### src/rtl/hlsm_array_loader_if.sv
// Stream-in, register-file write and engine handshake bundle for the array loader.
// slave = loader side, master = stream source / register file / engine side.
interface hlsm_array_loader_if #(
    parameter int DATA_W = 8,
    parameter int ADDR_W = 8
);
    logic              in_valid;
    logic [DATA_W-1:0] in_data;
    logic              in_ready;
    logic              W_en;
    logic [ADDR_W-1:0] W_Addr;
    logic [DATA_W-1:0] W_Data;
    logic              go;
    logic              eng_done;

    modport slave (
        input  in_valid, in_data, eng_done,
        output in_ready, W_en, W_Addr, W_Data, go
    );

    modport master (
        output in_valid, in_data, eng_done,
        input  in_ready, W_en, W_Addr, W_Data, go
    );
endinterface

### src/rtl/hlsm_array_loader.sv
// Loads a DEPTH-byte frame into the max/min engine register file, kicks the engine, reports completion.
// Latency: accepted byte written 1 cycle later; go 1 cycle after the last write; frame_done 1 cycle after eng_done.
// Backpressure: in_ready high only while loading; optional checksum enabled by LOADER_CHECKSUM_EN.
module hlsm_array_loader #(
    parameter int DEPTH  = 256,
    parameter int DATA_W = 8,
    parameter int ADDR_W = 8
) (
    input  logic                Clk,
    input  logic                Rst,
    input  logic                start,
    input  logic                abort,
    hlsm_array_loader_if.slave  lif,
    output logic                busy,
    output logic [ADDR_W:0]     load_count,
    output logic                frame_done,
    output logic [DATA_W-1:0]   checksum
);

    typedef enum logic [2:0] {
        S_IDLE,
        S_LOAD,
        S_KICK,
        S_WAIT,
        S_DONE
    } state_t;

    localparam logic [ADDR_W:0] LAST_CNT = (ADDR_W+1)'(DEPTH - 1);
    localparam logic [ADDR_W:0] CNT_ONE  = (ADDR_W+1)'(1);

    state_t              state_q, state_d;
    logic                w_en_q, w_en_d;
    logic [ADDR_W-1:0]   w_addr_q, w_addr_d;
    logic [DATA_W-1:0]   w_data_q, w_data_d;
    logic                go_q, go_d;
    logic                frame_done_q, frame_done_d;
    logic [ADDR_W:0]     load_count_q, load_count_d;
    logic                accept;
    logic                frame_start;

    assign lif.in_ready = (state_q == S_LOAD);
    assign busy         = (state_q != S_IDLE);

    // abort outranks a simultaneous byte: no write, no count change
    assign accept      = (state_q == S_LOAD) && lif.in_valid && !abort;
    assign frame_start = (state_q == S_IDLE) && start;

    always_comb begin
        state_d      = state_q;
        w_en_d       = 1'b0;
        w_addr_d     = w_addr_q;
        w_data_d     = w_data_q;
        go_d         = 1'b0;
        frame_done_d = 1'b0;
        load_count_d = load_count_q;
        case (state_q)
            S_IDLE: begin
                if (start) begin
                    state_d      = S_LOAD;
                    load_count_d = '0;
                end
            end
            S_LOAD: begin
                if (abort) begin
                    state_d = S_IDLE;
                end else if (accept) begin
                    w_en_d       = 1'b1;
                    w_addr_d     = load_count_q[ADDR_W-1:0];
                    w_data_d     = lif.in_data;
                    load_count_d = load_count_q + CNT_ONE;
                    if (load_count_q == LAST_CNT) begin
                        state_d = S_KICK;
                    end
                end
            end
            S_KICK: begin
                go_d    = 1'b1;
                state_d = S_WAIT;
            end
            S_WAIT: begin
                // the engine cannot be cancelled, so abort is not looked at here
                if (lif.eng_done) begin
                    state_d      = S_DONE;
                    frame_done_d = 1'b1;
                end
            end
            S_DONE: begin
                state_d = S_IDLE;
            end
            default: begin
                state_d = S_IDLE;
            end
        endcase
    end

    always_ff @(posedge Clk or negedge Rst) begin
        if (!Rst) begin
            state_q      <= S_IDLE;
            w_en_q       <= 1'b0;
            w_addr_q     <= '0;
            w_data_q     <= '0;
            go_q         <= 1'b0;
            frame_done_q <= 1'b0;
            load_count_q <= '0;
        end else begin
            state_q      <= state_d;
            w_en_q       <= w_en_d;
            w_addr_q     <= w_addr_d;
            w_data_q     <= w_data_d;
            go_q         <= go_d;
            frame_done_q <= frame_done_d;
            load_count_q <= load_count_d;
        end
    end

    assign lif.W_en   = w_en_q;
    assign lif.W_Addr = w_addr_q;
    assign lif.W_Data = w_data_q;
    assign lif.go     = go_q;
    assign frame_done = frame_done_q;
    assign load_count = load_count_q;

`ifdef LOADER_CHECKSUM_EN
    logic [DATA_W-1:0] sum_q, sum_d;

    // partial sum survives an abort; only a new frame clears it
    always_comb begin
        sum_d = sum_q;
        if (frame_start) begin
            sum_d = '0;
        end else if (accept) begin
            sum_d = sum_q + lif.in_data;
        end
    end

    always_ff @(posedge Clk or negedge Rst) begin
        if (!Rst) begin
            sum_q <= '0;
        end else begin
            sum_q <= sum_d;
        end
    end

    assign checksum = sum_q;
`else
    logic unused_frame_start;
    assign unused_frame_start = frame_start;
    assign checksum           = '0;
`endif

endmodule

### src/flat_wrapper.sv
// flat-port wrapper written by rule: the top's interface ports become plain ports
module hlsm_array_loader_flat 
#(
    parameter int DEPTH  = 256,
    parameter int DATA_W = 8,
    parameter int ADDR_W = 8
)
  (Clk, Rst, start, abort, busy, load_count, frame_done, checksum, lif_in_valid, lif_in_data, lif_eng_done, lif_in_ready, lif_W_en, lif_W_Addr, lif_W_Data, lif_go);
  hlsm_array_loader_if #(.DATA_W(DATA_W), .ADDR_W(ADDR_W)) lif_i ();
  input  logic Clk;
  input  logic Rst;
  input  logic start;
  input  logic abort;
  output logic busy;
  output logic [ADDR_W:0] load_count;
  output logic frame_done;
  output logic [DATA_W-1:0] checksum;
  input wire logic [$bits(lif_i.in_valid)-1:0] lif_in_valid;
  input wire logic [$bits(lif_i.in_data)-1:0] lif_in_data;
  input wire logic [$bits(lif_i.eng_done)-1:0] lif_eng_done;
  output wire logic [$bits(lif_i.in_ready)-1:0] lif_in_ready;
  output wire logic [$bits(lif_i.W_en)-1:0] lif_W_en;
  output wire logic [$bits(lif_i.W_Addr)-1:0] lif_W_Addr;
  output wire logic [$bits(lif_i.W_Data)-1:0] lif_W_Data;
  output wire logic [$bits(lif_i.go)-1:0] lif_go;
  assign lif_i.in_valid = lif_in_valid;
  assign lif_i.in_data = lif_in_data;
  assign lif_i.eng_done = lif_eng_done;
  assign lif_in_ready = lif_i.in_ready;
  assign lif_W_en = lif_i.W_en;
  assign lif_W_Addr = lif_i.W_Addr;
  assign lif_W_Data = lif_i.W_Data;
  assign lif_go = lif_i.go;
  hlsm_array_loader #(.DEPTH(DEPTH), .DATA_W(DATA_W), .ADDR_W(ADDR_W)) u_core (.Clk(Clk), .Rst(Rst), .start(start), .abort(abort), .lif(lif_i), .busy(busy), .load_count(load_count), .frame_done(frame_done), .checksum(checksum));
endmodule
### config.mk
export PLATFORM = sky130hd
export DESIGN_NAME = hlsm_array_loader_flat
export DESIGN_NICKNAME = d
export VERILOG_FILES = /design/src/rtl/hlsm_array_loader_if.sv /design/src/rtl/hlsm_array_loader.sv /design/src/flat_wrapper.sv
export SDC_FILE = /design/constraint.sdc
export NUM_CORES = 1
export LEC_CHECK = 0
export ABC_AREA = 1
export CAP_MARGIN = 20
export CORE_MARGIN = 3
export CORE_UTILIZATION = 30
export DETAILED_ROUTE_END_ITERATION = 8
export SETUP_SLACK_MARGIN = 0.2
export SKIP_LAST_GASP = 1
export SYNTH_ARGS = -nofsm -noshare
export SYNTH_HDL_FRONTEND = slang
export SYNTH_SLANG_ARGS = --single-unit
### constraint.sdc
create_clock -name Clk -period 3.7 [get_ports Clk]
set_clock_uncertainty 0.05 [all_clocks]
set_input_delay 0.37 -clock Clk [delete_from_list [all_inputs] [get_ports Clk]]
set_output_delay 0.37 -clock Clk [all_outputs]
set_load 0.005 [all_outputs]
==> qor_table.md <==
| Result | This run | Unit |
| --- | --- | --- |
| Run status | finished clean | - |
| Latest clock arrival within the worst-skew pair | 0.28 | ns |
| Initial antenna violation count | 0 | - |
| Met2 global-route usage | 16.3 | % |
| CTS resizes | 0 | - |
| Number of buffers created by CTS | 5 | - |
| Area share of xor/xnor cells in the synthesized design | 0 | % |
| Count of inserted antenna diode cells | 0 | - |
| Avg Vias per Cell | 4.42 | - |
| Layout Cells excl Fill | 267 | - |
| Weighted congestion reported at the end of routability-driven placement | 0.776 | - |
| Leakage power summed over all cells | 0.967 | nW |
| HPWL Detailed | 2170 | microns |
| Class of the tightest hold or removal check | reg -> reg | - |
| Vias in the first global route | 1097 | - |
| Critical path startpoint category | flop | - |
| Kind of capture point of the worst setup path | output pin | - |
| Synthesized flop and latch total | 31 | - |
| Final total negative setup slack | 0 | ns |
| H-tree depth | 2 | - |
| Fraction of met3 tracks used by global routing | 5.74 | % |
| Library cells used by synthesis | 21 | - |
| Crit Path Max Fanout | 7 | - |
| Gate Count Post-Synth | 167 | - |
| Max-capacitance violation count | 0 | - |
| CTS Sinks | 31 | - |
| Number of endpoints with negative hold slack in the final report | 0 | - |
| Placeable Area | 4470 | sq um |
| Count of nets left with antenna violations after detail routing | 0 | - |
| Max-slew violations | 0 | - |
| Dominant register cell in the synthesized netlist | sky130_fd_sc_hd__dfrtp_1 | - |
| R2R Path Start | u_core.load_count[1] | - |
| R2r worst-path depth | 10 | - |
| Design Power | 1.19 | mW |
| Wirelength, routed | 2990 | microns |
| Worst setup path class | reg -> out | - |
| Fraction of post-synthesis cell area in the top cell type by area | 54.7 | % |
| Final core utilization | 44.0 | % |
| Power Density | 607 | nW/um^2 |
| IO Pins | 52 | - |
| Count of TritonRoute iterations in the first routing pass | 4 | - |
| Maximum ir drop on the vdd rail | 0.209 | mV |
| Drt wl/cell | 11.2 | microns |
| Adder and majority cell fraction of the synthesized area | 1.76 | % |
| Clock tree root driver cell | sky130_fd_sc_hd__clkbuf_8 | - |
| Pin count of the biggest net entering global routing | 32 | - |
| Number of DRC violations after detailed routing | 0 | - |
| Placed Cells | 259 | - |
| Vias after detailed routing | 1181 | - |
| Required time of the worst setup path | 3.28 | ns |
| Worst setup endpoint | lif_in_ready | - |
| Sequential area share after synthesis | 54.7 | % |
| Part of the cycle the worst path needs | 56.4 | % |
| Startpoint of the worst setup timing path | u_core.state_q[2] | - |
| Synthesized area per cell | 8.50 | sq um |
| Total number of yosys warnings | 0 | - |
| Startpoint of the tightest hold check path | u_core.lif.W_Data[0] | - |
| Dominant combinational cell family by area after synthesis | simple AND/OR/NAND/NOR gates | - |
| Combined area of all synthesized cells | 1420 | sq um |
| Area of the die | 5590 | sq um |
| Number of rows in the core area | 24 | - |
| Min setup slack post-route | 1.61 | ns |
| Hold-fix buffers at CTS | 0 | - |
| Clock tree from TritonCTS | done | - |
| Worst hold slack across all endpoints | 0.433 | ns |
| Quantity of I/O buffers inserted on ports | 43 | - |
| Post-synthesis share of cell area spent on and, or, nand and nor gates | 28.3 | % |
| Placed standard-cell area | 1870 | sq um |
| Total non-filler cell area in the finished layout | 1970 | sq um |
| Fraction of registers with async set or reset after synthesis | 100 | % |
| Layer with the highest usage | met2 | - |
| Count of nets after finishing | 230 | - |
| Share of post-route cells with drive strength above 1 | 5.12 | % |
| Min cycle time layout | 2.09 | ns |
| CTS clock-pin slew for the worst setup and hold paths | 0.06 | ns |
| Multiplexer share of the synthesized area | 0 | % |
| Met1 track utilization from global routing | 15.6 | % |
| Setup fix buffers added after clock tree synthesis | 0 | - |
| Vertical extent of the die | 74.8 | microns |
| Setup slack at placement | 1.71 | ns |
| Maximum clock rate | 479 | MHz |
| Worst endpoint data arrival time | 1.67 | ns |
| Total global routing overflow | 0 | - |
| Reg-to-reg endpoint | u_core.state_q[0] | - |
| Setup repair after global routing missed its margin | false | - |
| Leading cell types by total area after synthesis | sky130_fd_sc_hd__dfrtp_1 55%, sky130_fd_sc_hd__nand2_1 19%, sky130_fd_sc_hd__buf_4 4.2% | - |
| Synth Area in Compound Gates | 5.03 | % |
| Deepest clock path buffer count | 2 | - |
| Effective utilization at floorplan | 31.7 | % |
| Overall routing resource usage | 11.8 | % |
| Final setup violation count | 0 | - |
| Global-route wire length before repair | 4930 | microns |
| EDFF count, synth | 0 | - |
| DIE WIDTH | 74.8 | microns |
| Flop2flop setup slack | 1.90 | ns |
| Dominant cell type by area after synthesis | sky130_fd_sc_hd__dfrtp_1 | - |
| Layout overhead on the synthesized area | 38.6 | % |
| Detailed router's first-iteration violation count | 50 | - |
==> report_power, final <==
part	internal [mW]	switching, mW	leakage (nW)
Clock	0.170	0.118	0.0515
Combinational	0.229	0.181	0.504
Sequential	0.426	0.0689	0.412
Total	0.825	0.368	0.967
==> worst min-delay path by stage <==
stage / endpoint / slack [ns] / depth (start not counted)
2_1_floorplan: u_core.frame_done / 0.02 / 0
3_3_place_gp: u_core.lif.W_Addr[3] / 0.41 / 2
3_5_place_dp: u_core.lif.W_Data[6] / 0.42 / 2
4_1_cts: u_core.lif.W_Data[6] / 0.44 / 2
5_1_grt: u_core.lif.W_Data[3] / 0.45 / 2
6_report: u_core.lif.W_Data[0] / 0.43 / 2
==> registers in the layout, summed over array words and instances, names as in the netlist <==
| register | cells |
|---|---|
| u_core.frame_done | 1 |
| u_core.lif.W_Addr | 8 |
| u_core.lif.W_Data | 8 |
| u_core.lif.W_en | 1 |
| u_core.lif.go | 1 |
| u_core.load_count | 9 |
| u_core.state_q | 3 |
==> cell usage after synthesis (2+ instances only) <==
| library cell | n |
|---|---|
| sky130_fd_sc_hd__nand2_1 | 70 |
| sky130_fd_sc_hd__dfrtp_1 | 31 |
| sky130_fd_sc_hd__inv_1 | 15 |
| sky130_fd_sc_hd__o21ai_0 | 10 |
| sky130_fd_sc_hd__buf_4 | 8 |
| sky130_fd_sc_hd__nand3_1 | 7 |
| sky130_fd_sc_hd__nor2_1 | 7 |
| sky130_fd_sc_hd__buf_2 | 2 |
| sky130_fd_sc_hd__ha_1 | 2 |
| sky130_fd_sc_hd__nand3b_1 | 2 |
| sky130_fd_sc_hd__nand4_1 | 2 |
| sky130_fd_sc_hd__nor3_1 | 2 |
==> area by class of cell <==
type / count / area, sq um
flip-flops and latches: 31 / 776
fillers: 429 / 2510
inverters: 16 / 60.1
multi-input cells: 116 / 528
repair buffers: 44 / 438
well taps: 52 / 65.1
clock buffers: 8 / 100
==> layout by cell type (no fill, tap or decap), drive strengths merged <==
master	count
nand2	70
clkdlybuf4s50	43
dfrtp	31
inv	16
o21ai	10
conb	8
nor2	8
clkbuf	8
nand3	7
nand4	3
nor3	2
nand3b	2
ha	2
o21a	1
a21o	1
nor3b	1
o22ai	1
buf	1
==> cell families (layout without fill, tap and decap cells) <==
family,count (synthesis),after routing
flops,31,31
simple gates,93,93
other cells,1,8
compound gates,13,13
fa+ha+maj,2,2
buf+inv,27,68
==> worst max-delay path: stages (launching register included) <==
cell	delay (ns)
sky130_fd_sc_hd__dfrtp_1	0.44
sky130_fd_sc_hd__nor2_4	0.20
sky130_fd_sc_hd__nand2_1	0.12
sky130_fd_sc_hd__inv_1	0.13
sky130_fd_sc_hd__clkdlybuf4s50_1	0.51
==> per-layer routing <==
metal	vias up	wire length [microns]
met1	526	1440
li1	600	-
met3	8	281
met5	-	0
met4	0	63
met2	47	1210
(Power assumes the default switching activity.)
